$ cat src/rtl/pep_mmacc_common_param_pkg.sv
// ---------------------------------------------------------------------------
// pep_mmacc_common_param_pkg
// Shared parameters and types for the mono-mult-acc GRAM arbiter (GARB)
// clients: slot geometry, GRAM count, the request command type and a helper
// that turns slot geometry into an access-window length in cycles.
// ---------------------------------------------------------------------------
package pep_mmacc_common_param_pkg;

  localparam int GRAM_NB         = 4;
  localparam int GRAM_ID_W       = $clog2(GRAM_NB);
  localparam int GLWE_SLOT_NB    = 2;
  localparam int GARB_SLOT_CYCLE = 8;
  localparam int FEED_ADD_SLOT   = 1;
  localparam int ACC_ADD_SLOT    = 1;

  // Command issued by a client sequencer and forwarded to the arbiter.
  typedef struct packed {
    logic [GRAM_ID_W-1:0] grid;
    logic                 critical;
  } garb_cmd_t;

  localparam int GARB_CMD_W = $bits(garb_cmd_t);

  // Access-window length: the GLWE slots plus the client's extra slots.
  function automatic int garb_win_cycles(input int slot_nb, input int add_slot,
                                         input int slot_cycle);
    return (slot_nb + add_slot) * slot_cycle;
  endfunction

endpackage

$ cat src/rtl/pep_mmacc_garb_client_if.sv
// ---------------------------------------------------------------------------
// pep_mmacc_garb_client_if
// Client <-> GRAM arbiter link.
//   garb_req / garb_req_vld / garb_req_rdy : request handshake (client drives)
//   garb_grant                             : one-cycle grant pulse (arbiter)
//   garb_avail_1h                          : arbiter availability, 1-hot GRAM
// Modports: master = client side, slave = arbiter side.
// ---------------------------------------------------------------------------
interface pep_mmacc_garb_client_if
  import pep_mmacc_common_param_pkg::garb_cmd_t;
#(
  parameter int GRAM_NB = 4
);

  garb_cmd_t          garb_req;
  logic               garb_req_vld;
  logic               garb_req_rdy;
  logic               garb_grant;
  logic [GRAM_NB-1:0] garb_avail_1h;

  modport master (
    output garb_req, garb_req_vld,
    input  garb_req_rdy, garb_grant, garb_avail_1h
  );

  modport slave (
    input  garb_req, garb_req_vld,
    output garb_req_rdy, garb_grant, garb_avail_1h
  );

endinterface

$ cat src/rtl/pep_mmacc_garb_window.sv
// ---------------------------------------------------------------------------
// pep_mmacc_garb_window
// Access-window generator. A grant while idle opens a WIN_CYCLES-long window
// on the next cycle. A grant while a window runs is held pending and its
// window starts the cycle after the current window's last cycle.
// Ports:
//   clk, a_rst_n             clock, asynchronous active-low reset
//   grant, grant_grid        grant pulse and the GRAM it refers to
//   win_vld/first/last/grid  registered window outputs
//   pend                     a granted window is queued behind the current one
//   gate_open                next request may be issued (idle or lead reached)
// ---------------------------------------------------------------------------
module pep_mmacc_garb_window
  import pep_mmacc_common_param_pkg::*;
#(
  parameter int WIN_CYCLES  = 24,
  parameter int LEAD_CYCLES = 8
) (
  input  logic                 clk,
  input  logic                 a_rst_n,
  input  logic                 grant,
  input  logic [GRAM_ID_W-1:0] grant_grid,
  output logic                 win_vld,
  output logic                 win_first,
  output logic                 win_last,
  output logic [GRAM_ID_W-1:0] win_grid,
  output logic                 pend,
  output logic                 gate_open
);

  localparam int CNT_W = $clog2(WIN_CYCLES + 1);
  localparam logic [CNT_W-1:0] LAST = CNT_W'(WIN_CYCLES - 1);
  localparam logic [CNT_W-1:0] LEAD = CNT_W'(LEAD_CYCLES);

  typedef enum logic {WIN_IDLE, WIN_RUN} win_state_t;

  win_state_t           state;
  logic [CNT_W-1:0]     wcnt;
  logic [GRAM_ID_W-1:0] pend_grid;
  logic                 at_last;

  assign at_last   = (wcnt == LAST);
  assign win_vld   = (state == WIN_RUN);
  assign gate_open = (state == WIN_IDLE) || (wcnt >= LEAD);

  // NOTE: sequential state uses non-blocking assignments so every register
  // samples the pre-edge values; the async reset clears any queued window.
  always_ff @(posedge clk or negedge a_rst_n) begin
    if (!a_rst_n) begin
      state     <= WIN_IDLE;
      wcnt      <= '0;
      win_grid  <= '0;
      win_first <= 1'b0;
      win_last  <= 1'b0;
      pend      <= 1'b0;
      pend_grid <= '0;
    end else begin
      win_first <= 1'b0;
      win_last  <= 1'b0;
      case (state)
        WIN_IDLE: begin
          if (grant) begin
            state     <= WIN_RUN;
            wcnt      <= '0;
            win_grid  <= grant_grid;
            win_first <= 1'b1;
            win_last  <= (WIN_CYCLES == 1);
          end
        end
        WIN_RUN: begin
          if (at_last) begin
            // Chain the next window with no idle cycle in between.
            if (pend || grant) begin
              wcnt      <= '0;
              win_grid  <= pend ? pend_grid : grant_grid;
              win_first <= 1'b1;
              win_last  <= (WIN_CYCLES == 1);
              pend      <= 1'b0;
            end else begin
              state <= WIN_IDLE;
              wcnt  <= '0;
            end
          end else begin
            wcnt     <= wcnt + 1'b1;
            win_last <= (wcnt == LAST - 1'b1);
            if (grant) begin
              pend      <= 1'b1;
              pend_grid <= grant_grid;
            end
          end
        end
        default: state <= WIN_IDLE;
      endcase
    end
  end

endmodule

$ cat src/rtl/pep_mmacc_garb_client.sv
// ---------------------------------------------------------------------------
// pep_mmacc_garb_client
// Requester-side GARB endpoint. Takes sequencer commands, issues them to the
// arbiter over a valid/ready handshake, waits for the grant and produces the
// cycle-accurate GRAM access window. The next request is issued during the
// tail of the current window so windows run back-to-back.
// Ports:
//   clk, a_rst_n                 clock, asynchronous active-low reset
//   cmd, cmd_vld, cmd_rdy        sequencer command handshake (cmd_rdy is comb.)
//   garb (master modport)        garb_req/_vld/_rdy, garb_grant, garb_avail_1h
//   win_vld/grid/first/last      access window
//   error                        sticky protocol error
// Build option: PEP_MMACC_GARB_CLIENT_CHECK_EN adds an availability check
// (garb_avail_1h versus the window, one cycle late) that also sets error.
// ---------------------------------------------------------------------------
module pep_mmacc_garb_client
  import pep_mmacc_common_param_pkg::garb_cmd_t;
  import pep_mmacc_common_param_pkg::GRAM_ID_W;
  import pep_mmacc_common_param_pkg::garb_win_cycles;
#(
  parameter int GLWE_SLOT_NB    = pep_mmacc_common_param_pkg::GLWE_SLOT_NB,
  parameter int GARB_SLOT_CYCLE = pep_mmacc_common_param_pkg::GARB_SLOT_CYCLE,
  parameter int ADD_SLOT        = 0,
  parameter int GRAM_NB         = pep_mmacc_common_param_pkg::GRAM_NB
) (
  input  logic                    clk,
  input  logic                    a_rst_n,
  input  garb_cmd_t               cmd,
  input  logic                    cmd_vld,
  output logic                    cmd_rdy,
  pep_mmacc_garb_client_if.master garb,
  output logic                    win_vld,
  output logic [GRAM_ID_W-1:0]    win_grid,
  output logic                    win_first,
  output logic                    win_last,
  output logic                    error
);

  localparam int WIN_CYCLES  = garb_win_cycles(GLWE_SLOT_NB, ADD_SLOT, GARB_SLOT_CYCLE);
  localparam int LEAD_CYCLES = (GLWE_SLOT_NB - 1) * GARB_SLOT_CYCLE;

  typedef enum logic [1:0] {REQ_IDLE, REQ_SEND, REQ_WAIT} req_state_t;

  req_state_t state;
  logic       ready_en;
  logic       gate_open;
  logic       pend;
  logic       proto_err;
  logic       avail_err;

  // ready_en keeps cmd_rdy low through reset and rises on the first edge after.
  assign cmd_rdy = ready_en && (state == REQ_IDLE) && gate_open;

  // Grant outside WAIT, grant on top of a pending window, or a grant racing
  // the acceptance of the very request it would answer.
  assign proto_err = garb.garb_grant &&
                     ((state != REQ_WAIT) || pend ||
                      ((state == REQ_SEND) && garb.garb_req_rdy));

  always_ff @(posedge clk or negedge a_rst_n) begin
    if (!a_rst_n) begin
      state             <= REQ_IDLE;
      ready_en          <= 1'b0;
      garb.garb_req     <= '0;
      garb.garb_req_vld <= 1'b0;
    end else begin
      ready_en <= 1'b1;
      case (state)
        REQ_IDLE: begin
          if (cmd_vld && cmd_rdy) begin
            garb.garb_req     <= cmd;
            garb.garb_req_vld <= 1'b1;
            state             <= REQ_SEND;
          end
        end
        REQ_SEND: begin
          if (garb.garb_req_rdy) begin
            garb.garb_req_vld <= 1'b0;
            state             <= REQ_WAIT;
          end
        end
        REQ_WAIT: begin
          if (garb.garb_grant) state <= REQ_IDLE;
        end
        default: state <= REQ_IDLE;
      endcase
    end
  end

  // garb_req stays latched after the handshake, so it names the granted GRAM.
  pep_mmacc_garb_window #(
    .WIN_CYCLES  (WIN_CYCLES),
    .LEAD_CYCLES (LEAD_CYCLES)
  ) u_window (
    .clk        (clk),
    .a_rst_n    (a_rst_n),
    .grant      (garb.garb_grant),
    .grant_grid (garb.garb_req.grid),
    .win_vld    (win_vld),
    .win_first  (win_first),
    .win_last   (win_last),
    .win_grid   (win_grid),
    .pend       (pend),
    .gate_open  (gate_open)
  );

`ifdef PEP_MMACC_GARB_CLIENT_CHECK_EN
  // The arbiter registers its availability, so compare against the window
  // as it was one cycle earlier.
  logic                 win_vld_d;
  logic [GRAM_ID_W-1:0] win_grid_d;
  logic [GRAM_NB-1:0]   avail_exp;

  always_ff @(posedge clk or negedge a_rst_n) begin
    if (!a_rst_n) begin
      win_vld_d  <= 1'b0;
      win_grid_d <= '0;
    end else begin
      win_vld_d  <= win_vld;
      win_grid_d <= win_grid;
    end
  end

  assign avail_exp = win_vld_d ? (GRAM_NB'(1) << win_grid_d) : '0;
  assign avail_err = (garb.garb_avail_1h != avail_exp);
`else
  logic unused_avail;
  assign unused_avail = ^garb.garb_avail_1h;
  assign avail_err    = 1'b0;
`endif

  always_ff @(posedge clk or negedge a_rst_n) begin
    if (!a_rst_n) error <= 1'b0;
    else          error <= error | proto_err | avail_err;
  end

endmodule

$ cat src/flat_wrapper.sv
// flat-port wrapper written by rule: the top's interface ports become plain ports
module pep_mmacc_garb_client_flat import pep_mmacc_common_param_pkg::garb_cmd_t; import pep_mmacc_common_param_pkg::GRAM_ID_W; import pep_mmacc_common_param_pkg::garb_win_cycles;
#(
  parameter int GLWE_SLOT_NB    = pep_mmacc_common_param_pkg::GLWE_SLOT_NB,
  parameter int GARB_SLOT_CYCLE = pep_mmacc_common_param_pkg::GARB_SLOT_CYCLE,
  parameter int ADD_SLOT        = 0,
  parameter int GRAM_NB         = pep_mmacc_common_param_pkg::GRAM_NB
)
  (clk, a_rst_n, cmd, cmd_vld, cmd_rdy, win_vld, win_grid, win_first, win_last, error, garb_garb_req, garb_garb_req_vld, garb_garb_req_rdy, garb_garb_grant, garb_garb_avail_1h);
  pep_mmacc_garb_client_if #(.GRAM_NB(GRAM_NB)) garb_i ();
  input  logic clk;
  input  logic a_rst_n;
  input  garb_cmd_t cmd;
  input  logic cmd_vld;
  output logic cmd_rdy;
  output logic win_vld;
  output logic [GRAM_ID_W-1:0] win_grid;
  output logic win_first;
  output logic win_last;
  output logic error;
  output wire logic [$bits(garb_i.garb_req)-1:0] garb_garb_req;
  output wire logic [$bits(garb_i.garb_req_vld)-1:0] garb_garb_req_vld;
  input wire logic [$bits(garb_i.garb_req_rdy)-1:0] garb_garb_req_rdy;
  input wire logic [$bits(garb_i.garb_grant)-1:0] garb_garb_grant;
  input wire logic [$bits(garb_i.garb_avail_1h)-1:0] garb_garb_avail_1h;
  assign garb_garb_req = garb_i.garb_req;
  assign garb_garb_req_vld = garb_i.garb_req_vld;
  assign garb_i.garb_req_rdy = garb_garb_req_rdy;
  assign garb_i.garb_grant = garb_garb_grant;
  assign garb_i.garb_avail_1h = garb_garb_avail_1h;
  pep_mmacc_garb_client #(.GLWE_SLOT_NB(GLWE_SLOT_NB), .GARB_SLOT_CYCLE(GARB_SLOT_CYCLE), .ADD_SLOT(ADD_SLOT), .GRAM_NB(GRAM_NB)) u_core (.clk(clk), .a_rst_n(a_rst_n), .cmd(cmd), .cmd_vld(cmd_vld), .cmd_rdy(cmd_rdy), .garb(garb_i), .win_vld(win_vld), .win_grid(win_grid), .win_first(win_first), .win_last(win_last), .error(error));
endmodule
$ cat config.mk
export PLATFORM = sky130hd
export DESIGN_NAME = pep_mmacc_garb_client_flat
export DESIGN_NICKNAME = d
export VERILOG_FILES = /design/src/rtl/pep_mmacc_common_param_pkg.sv /design/src/rtl/pep_mmacc_garb_client_if.sv /design/src/rtl/pep_mmacc_garb_window.sv /design/src/rtl/pep_mmacc_garb_client.sv /design/src/flat_wrapper.sv
export SDC_FILE = /design/constraint.sdc
export NUM_CORES = 1
export LEC_CHECK = 0
export CORE_UTILIZATION = 42
export CTS_CLUSTER_DIAMETER = 40
export DETAILED_ROUTE_END_ITERATION = 16
export PLACE_DENSITY = 0.84
export REMOVE_ABC_BUFFERS = 1
export SKIP_LAST_GASP = 1
export SLEW_MARGIN = 40
export SYNTH_ARGS = -nofsm -noshare
export SYNTH_HDL_FRONTEND = slang
export SYNTH_SLANG_ARGS = --single-unit
$ cat constraint.sdc
create_clock -name clk -period 1.4 [get_ports clk]
set_input_delay 0.14 -clock clk [delete_from_list [all_inputs] [get_ports clk]]
set_output_delay 0.14 -clock clk [all_outputs]
set_load 0.02 [all_outputs]
==> impl_metrics.json, run 1 <==
{
  "worst_setup_path_start_kind": "register",
  "routed.top_layer": "met4",
  "path_cells": "buf_4 > buf_4 > nand4b_4 > nand3_2 > mux2_2",
  "power_density_mw_per_mm2": 1830,
  "io_buffers": 18,
  "worstPathRequired_ps": 1590,
  "routed-wl-met3_um": 77,
  "final_common_cell": "dfrtp_1",
  "finalInstanceArea_sq_mm": 0.00132,
  "critical_path_class": "reg -> reg",
  "dieHeight_um": 49.3,
  "grt_pass1_vias": 764,
  "worstPathArrival_ps": 1580,
  "leakage_uw": 0.000659,
  "final_nets": 132,
  "path_clk_slew_ps": 120,
  "ys_seq_elements": 21,
  "crit_fanout": 2,
  "cts.sinks": 21,
  "n_antenna_cell": 0,
  "final-max-slew-violation-count": 0,
  "wl_met2_mm": 1.10,
  "antenna_found_initial": 0,
  "start_util_pct": 46.0,
  "max_freq_mhz": 717,
  "pin_count": 23,
  "dpl-instance-area_sq_mm": 0.00125,
  "ff2ff_path_depth": 5,
  "synthesis.area_sq_um": 940,
  "maxCapViolations": 0,
  "skew_ps": 11.1,
  "setup_viol": 0,
  "via_count": 741,
  "hold_buffers": 0,
  "reg2reg_to": "u_core.u_window.pend_grid[0]$_DFFE_PN0P_",
  "cts_root_buffer": "clkbuf_4",
  "die_width_um": 49.3,
  "critPathMaxStageDelay_ps": 400,
  "placedCellCount": 137,
  "crit_slowest_cell": "dfrtp_1",
  "drtIter0Drc": 7,
  "wl_met1_um": 799,
  "hpwl_mm": 1.38,
  "insertion_delay_ps": 300,
  "gp_congestion": 0.818,
  "postRouteAntennaNets": 0,
  "route.detailed.drc": 0,
  "finalNonFillerCells": 143,
  "cts_max_level": 1,
  "grt_max_degree": 22,
  "reg2reg_setup_slack_ps": 6,
  "finalCritPeriodShare_pct": 99.6,
  "std_cell_rows": 16,
  "crit_buf_inv": 2,
  "ys_warn_count": 0,
  "area_growth_pct": 40.9,
  "hp-class": "in -> async",
  "rsz0062_at_grt": "yes",
  "clock_path_buffers": 2,
  "run_status": "completed",
  "viasPerCell": 5.18,
  "crit_family": "flip-flops",
  "core_area_sq_mm": 0.00204,
  "startpoint": "u_core.u_window.wcnt[4]$_DFFE_PN0P_",
  "cts_tree": "built",
  "drive_gt1_share_pct": 29.3,
  "hold_viol_final": 0,
  "finalHoldWorstSlack_ps": 160,
  "wl_per_cell_um": 13.8,
  "min_period_ps": 1390,
  "ys_seq_area_share_pct": 55.9,
  "syn_area_per_cell_sq_um": 11.9,
  "ir_worst_vdd_uv": 1100,
  "final_cell_mix": "dfrtp_1, buf_4, nand2_1, dlygate4sd2_1, clkdlybuf4s50_1",
  "syn_inst": 79,
  "drt_wl_total_mm": 1.98,
  "grt_pass1_wl_mm": 3.33,
  "r2r_start": "u_core.u_window.wcnt[4]$_DFFE_PN0P_",
  "p_total_uw": 2420,
  "cp_common_cell": "buf_4",
  "grt.total_usage_pct": 18.2,
  "grt_overflow": 0,
  "cts_buffers": 3,
  "fp.dieArea_sq_mm": 0.00243,
  "firstDrtPassIters": 4,
  "ys_types": 28,
  "cp-end-kind": "register"
}
==> where the power goes <==
group          total, uW  internal [uW]  switching (uW)
clock network        284            111             173
registers            994            825             170
logic               1150            583             563
==> flip-flops by register name, summed over array words and instances (netlist names) <==
name,cells
u_core.u_window.wcnt,5
u_core.garb.garb_req,3
u_core.state,2
u_core.u_window.pend_grid,2
u_core.u_window.win_grid,2
u_core.error,1
u_core.garb.garb_req_vld,1
u_core.ready_en,1
u_core.u_window.pend,1
u_core.u_window.win_first,1
u_core.u_window.win_last,1
u_core.u_window.win_vld,1
==> logic make-up after synthesis <==
group | count (synthesis) | synth area share [%]
buf+inv | 3 | 1.33
mux | 6 | 7.06
simple gates | 26 | 16.0
fa+ha+maj | 3 | 4.00
other cells | 1 | 0.399
flops | 21 | 55.9
compound gates | 19 | 15.3
==> final cells by class <==
cell class                      instances  area, sq um
Sequential cell                        21          526
Tap cell                               27         33.8
Fill cell                             165          718
Multi-Input combinational cell         55          442
Clock buffer                            4         26.3
Inverter                                2         7.51
Timing Repair Buffer                   34          289
==> cells in the mapped netlist <==
| master | instances | area [sq um] |
|---|---|---|
| a21bo_2 | 1 | 10.0 |
| a21oi_1 | 3 | 15.0 |
| a21oi_2 | 1 | 8.76 |
| a2bb2oi_1 | 2 | 17.5 |
| a31oi_1 | 1 | 6.26 |
| buf_2 | 1 | 5.00 |
| conb_1 | 1 | 3.75 |
| dfrtp_1 | 21 | 526 |
| ha_1 | 3 | 37.5 |
| inv_1 | 2 | 7.51 |
| mux2_1 | 3 | 33.8 |
| mux2_2 | 2 | 22.5 |
| mux2i_1 | 1 | 10.0 |
| nand2_1 | 9 | 33.8 |
| nand2b_1 | 3 | 18.8 |
| nand2b_2 | 1 | 8.76 |
| nand3_1 | 3 | 15.0 |
| nand3b_1 | 1 | 7.51 |
| nand4_1 | 1 | 6.26 |
| nand4b_4 | 1 | 23.8 |
| nor2_1 | 4 | 15.0 |
| nor2b_1 | 2 | 12.5 |
| nor4b_1 | 1 | 8.76 |
| o2111ai_4 | 1 | 26.3 |
| o211a_1 | 1 | 10.0 |
| o21ai_0 | 6 | 30.0 |
| o22ai_1 | 2 | 12.5 |
| o31ai_1 | 1 | 7.51 |
==> timing repair <==
action	CTS	global route
setup endpoints to repair	13	8
setup buffers	2	1
gates resized for setup	17	9
pin swaps	1	2
==> worst max path at each step <==
stage                                                     to  slack, ps  depth (start not counted)
detailed placement       u_core.garb.garb_req[1]$_DFFE_PN0P_        -60                          4
floorplan                u_core.garb.garb_req[1]$_DFFE_PN0P_       -140                          3
CTS                                                  win_vld        -20                          2
global placement                                     cmd_rdy        -20                          3
finish              u_core.u_window.pend_grid[0]$_DFFE_PN0P_          6                          5
global route         u_core.u_window.win_grid[1]$_DFFE_PN0P_        -30                          6
==> per-stage QoR <==
stage,TNS (ps),worst slack (ps),util (%)
5_1_grt,-132,-32.8,64.8
3_3_place_gp,-22.7,-22.7,61.4
4_1_cts,-70.2,-18.7,62.9
6_report,0,5.60,64.8
3_5_place_dp,-192,-62.5,61.4
2_1_floorplan,-416,-139,-
==> routing by layer <==
layer / GRT usage (%) / vias to the layer above
li1: - / 356
met1: 20.9 / 362
met2: 32.6 / 21
met3: 4.36 / 2
met4: 5.88 / 0
met5: 0 / -
No activity file was read; power rests on OpenSTA's default activity.
==> run 2, diff against run 1 <==
--- a/config.mk
+++ b/config.mk
@@ -5,6 +5,7 @@
 export SDC_FILE = /design/constraint.sdc
 export NUM_CORES = 1
 export LEC_CHECK = 0
+export CORE_MARGIN = 4
 export CORE_UTILIZATION = 42
 export CTS_CLUSTER_DIAMETER = 40
 export DETAILED_ROUTE_END_ITERATION = 16
==> impl_metrics.json, run 2 (same netlist as run 1, synthesis figures left out) <==
{
  "run_status": "finished, violations left",
  "violations": "setup timing",
  "drtIter0Drc": 10,
  "critPathMaxStageDelay_ps": 420,
  "ir_worst_vdd_uv": 1070,
  "via_count": 725,
  "setup_viol": 1,
  "rsz0062_at_grt": "yes",
  "p_total_uw": 2460,
  "cp-end-kind": "register",
  "hold_viol_final": 0,
  "max_freq_mhz": 714,
  "area_growth_pct": 43.5,
  "finalCritPeriodShare_pct": 100,
  "die_width_um": 55.3,
  "drive_gt1_share_pct": 29.9,
  "crit_fanout": 4,
  "hpwl_mm": 1.46,
  "clock_path_buffers": 2,
  "leakage_uw": 0.000679,
  "skew_ps": 3.22,
  "crit_family": "flip-flops",
  "final_core_util_pct": 66.1,
  "dieHeight_um": 55.3,
  "finalHoldWorstSlack_ps": 163,
  "grt_overflow": 0,
  "final-max-slew-violation-count": 0,
  "cts_buffers": 3,
  "grt.total_usage_pct": 14.7,
  "core_area_sq_mm": 0.00204,
  "insertion_delay_ps": 300,
  "hp-class": "in -> async",
  "drt_wl_total_mm": 2.09,
  "path_cells": "nand2b_4 > buf_6 > o2111ai_4 > mux2_4",
  "power_density_mw_per_mm2": 1830,
  "critical_path_class": "reg -> reg",
  "min_period_ps": 1400,
  "n_antenna_cell": 0,
  "path_clk_slew_ps": 110,
  "postRouteAntennaNets": 0,
  "pin_count": 23,
  "largest_register_ffs": 5,
  "grt_max_degree": 22,
  "antenna_found_initial": 0,
  "final_common_cell": "dfrtp_1",
  "grt_pass1_vias": 831,
  "crit_buf_inv": 1,
  "cts_tree": "built",
  "fp.dieArea_sq_mm": 0.00306,
  "worstPathArrival_ps": 1600,
  "grt_pass1_wl_mm": 3.58,
  "firstDrtPassIters": 4,
  "wl_per_cell_um": 14.5,
  "setup_ws_ps": -1.25,
  "route.detailed.drc": 0,
  "gp_congestion": 0.814,
  "cts_max_level": 1,
  "worst_setup_path_start_kind": "register",
  "io_buffers": 18,
  "final_nets": 133,
  "registers.top_by_ff_count": "u_core.u_window.wcnt",
  "maxCapViolations": 0,
  "cts_root_buffer": "clkbuf_4",
  "final_cell_mix": "dfrtp_1, buf_4, nand2_1",
  "worstPathRequired_ps": 1600,
  "cts.sinks": 21,
  "std_cell_rows": 16,
  "viasPerCell": 5.03,
  "start_util_pct": 46.0,
  "crit_slowest_cell": "dfrtp_1",
  "top_regs": "u_core.u_window.wcnt (5), u_core.garb.garb_req (3)"
}
run 2: final cells by class:
class | count | area (sq um)
Fill cell | 165 | 693
Sequential cell | 21 | 526
Multi-Input combinational cell | 55 | 458
Timing Repair Buffer | 35 | 298
Tap cell | 27 | 33.8
Clock buffer | 4 | 26.3
Inverter | 2 | 7.51
run 2: repair_timing:
item	in CTS	in global routing
setup endpoints to repair	13	10
hold buffers	0	0
pin swaps	1	2
resized for setup	15	14
buffers inserted	2	2
run 2: final timing paths:
path / startpoint / endpoint / slack (ps) / cells past startpoint
worst max register to register: u_core.u_window.wcnt[4]$_DFFE_PN0P_ / u_core.garb.garb_req[0]$_DFFE_PN0P_ / -1 / 4
worst max-delay path: u_core.u_window.wcnt[4]$_DFFE_PN0P_ / u_core.garb.garb_req[0]$_DFFE_PN0P_ / -1 / 4
worst min-delay path: a_rst_n / u_core.garb.garb_req[0]$_DFFE_PN0P_ / 160 / 2
max in group asynchronous: a_rst_n / u_core.u_window.win_grid[1]$_DFFE_PN0P_ / 1020 / 2
min in group clk: garb_garb_req_rdy / u_core.state[0]$_DFFE_PN0P_ / 440 / 2
worst min register to register: u_core.garb.garb_req_vld$_DFFE_PN0P_ / u_core.garb.garb_req_vld$_DFFE_PN0P_ / 490 / 2
run 2: metrics by stage:
step	setup slack, ps	instance area, sq um	setup TNS, ps	cells
6_report	-1.25	1350	-1.25	144
5_1_grt	-45.9	1350	-167	144
4_1_cts	-40.9	1290	-59.7	143
3_3_place_gp	-25.0	1250	-25.0	137
2_1_floorplan	-139	935	-416	78
3_5_place_dp	-30.5	1250	-75.7	137
run 2: worst reg2reg max path: cells and delay by family (launching register included):
kind / cells / cell delay, ps
buffers and inverters: 1 / 120
and+or+nand+nor: 1 / 160
AOI/OAI and AO/OA: 1 / 270
muxes: 1 / 340
DFF: 1 / 420
run 2: where the power goes:
group | internal, uW | switching (uW)
Sequential | 825 | 177
Combinational | 612 | 567
Clock | 111 | 173
run 2: routing by layer:
layer | track usage, % | wire length [um]
met1 | 17.1 | 906
met2 | 26.0 | 1080
met3 | 2.33 | 61
met4 | 7.29 | 35
met5 | 0 | 0
==> run 3, diff against run 2 <==
--- a/config.mk
+++ b/config.mk
@@ -6,10 +6,10 @@
 export NUM_CORES = 1
 export LEC_CHECK = 0
 export CORE_MARGIN = 4
-export CORE_UTILIZATION = 42
+export CORE_UTILIZATION = 51
 export CTS_CLUSTER_DIAMETER = 40
 export DETAILED_ROUTE_END_ITERATION = 16
-export PLACE_DENSITY = 0.84
+export PLACE_DENSITY = 0.94
 export REMOVE_ABC_BUFFERS = 1
 export SKIP_LAST_GASP = 1
 export SLEW_MARGIN = 40
==> constraint.sdc (replaced) <==
create_clock -name clk -period 1.7 [get_ports clk]
set_input_delay 0.17 -clock clk [delete_from_list [all_inputs] [get_ports clk]]
set_output_delay 0.17 -clock clk [all_outputs]
set_load 0.02 [all_outputs]
==> impl_metrics.json, run 3 (same netlist as run 1, synthesis figures left out) <==
{
  "run_status": "completed",
  "final_core_util_pct": 69.0,
  "max_freq_mhz": 628,
  "postRouteAntennaNets": 0,
  "insertion_delay_ps": 320,
  "start_util_pct": 53.8,
  "post-cts-setup-buffer-count": 0,
  "leakage_uw": 0.000551,
  "worst_setup_path_start_kind": "register",
  "grt_max_degree": 22,
  "cts_tree": "built",
  "top_regs": "u_core.u_window.wcnt (5), u_core.garb.garb_req (3)",
  "rsz0062_at_grt": "no",
  "clock_path_buffers": 2,
  "worstPathRequired_ps": 1530,
  "registers.top_by_ff_count": "u_core.u_window.wcnt",
  "crit_fanout": 4,
  "finalCritPeriodShare_pct": 93.7,
  "route.detailed.drc": 0,
  "pre_cts_ws_ps": 169,
  "drive_gt1_share_pct": 13.5,
  "reg2reg_setup_slack_ps": 190,
  "wl_per_cell_um": 15.2,
  "drt_wl_total_mm": 1.96,
  "firstDrtPassIters": 5,
  "gp_congestion": 0.806,
  "hold_buffers": 0,
  "power_density_mw_per_mm2": 1580,
  "setup_tns_ps": 0,
  "path_clk_slew_ps": 120,
  "io_buffers": 18,
  "maxCapViolations": 0,
  "min_period_ps": 1590,
  "via_count": 707,
  "viasPerCell": 5.48,
  "ir_worst_vdd_uv": 1010,
  "hold_viol_final": 0,
  "dieHeight_um": 50.9,
  "skew_ps": 7.15,
  "hp-class": "in -> async",
  "die_width_um": 50.9,
  "drtIter0Drc": 16,
  "n_antenna_cell": 0,
  "cts_root_buffer": "clkbuf_4",
  "pin_count": 23,
  "final_cell_mix": "dfrtp_1, clkdlybuf4s50_1, nand2_1",
  "fp.dieArea_sq_mm": 0.00259,
  "worstPathArrival_ps": 1420,
  "cp-end-kind": "output port",
  "cts_max_level": 1,
  "critical_path_class": "reg -> out",
  "final_nets": 120,
  "final-max-slew-violation-count": 0,
  "grt_pass1_vias": 719,
  "cts.sinks": 21,
  "setup_ws_ps": 108,
  "final_common_cell": "dfrtp_1",
  "antenna_found_initial": 0,
  "std_cell_rows": 15,
  "core_area_sq_mm": 0.00175,
  "setup_viol": 0,
  "grt_overflow": 0,
  "grt_pass1_wl_mm": 3.20,
  "hpwl_mm": 1.44,
  "largest_register_ffs": 5,
  "grt.total_usage_pct": 17.1,
  "area_growth_pct": 28.2,
  "cts_buffers": 3
}
==> run 3: final timing paths <==
check | start | end | cells past startpoint
setup / recovery | u_core.u_window.wcnt[4]$_DFFE_PN0P_ | cmd_rdy | 3
hold / removal | a_rst_n | u_core.u_window.wcnt[3]$_DFFE_PN0P_ | 2
setup reg to reg | u_core.u_window.wcnt[0]$_DFFE_PN0P_ | u_core.u_window.pend_grid[1]$_DFFE_PN0P_ | 4
hold reg to reg | u_core.error$_DFF_PN0_ | u_core.error$_DFF_PN0_ | 1
max in group asynchronous | a_rst_n | u_core.u_window.win_grid[1]$_DFFE_PN0P_ | 2
min in group clk | garb_garb_req_rdy | u_core.state[0]$_DFFE_PN0P_ | 2
==> run 3: critical path, stage by stage, from the launching register on <==
cell	delay, ps
dfrtp_1	410
nand2b_4	170
o211a_1	210
dlygate4sd2_1	310
==> run 3: what timing repair did <==
action / 4_1_cts / 5_1_grt
endpoints found under the setup margin: 2 / 1
resized for setup: 2 / 1
pin swaps: 0 / 0
==> run 3: layer usage <==
layer	share of wire [%]	GRT usage (%)
met1	43	20.3
met2	48	27.3
met3	4.5	3.79
met4	3.9	11.7
met5	0	0
==> run 3: power breakdown <==
part | internal (uW) | switching [uW]
sequential | 679 | 162
clock | 91.9 | 157
combinational | 404 | 408
total | 1170 | 727
==> run 3: area by class of cell <==
type                       count  area [sq um]
sequential                    21           526
clock buffer                   4          26.3
inverter                       2          7.51
tap                           25          31.3
timing repair buffer          22           208
multi-input combinational     55           407
fill                         129           541
==> run 3: stage by stage <==
stage | hold WS, ps | cell area (sq um) | std cells | power (uW)
2_1_floorplan | -126 | 935 | 78 | 1300
3_3_place_gp | 451 | 1180 | 125 | 1610
3_5_place_dp | 456 | 1180 | 125 | 1670
4_1_cts | 195 | 1200 | 129 | 1910
5_1_grt | 216 | 1200 | 129 | 2040
6_report | 183 | 1200 | 129 | 1900
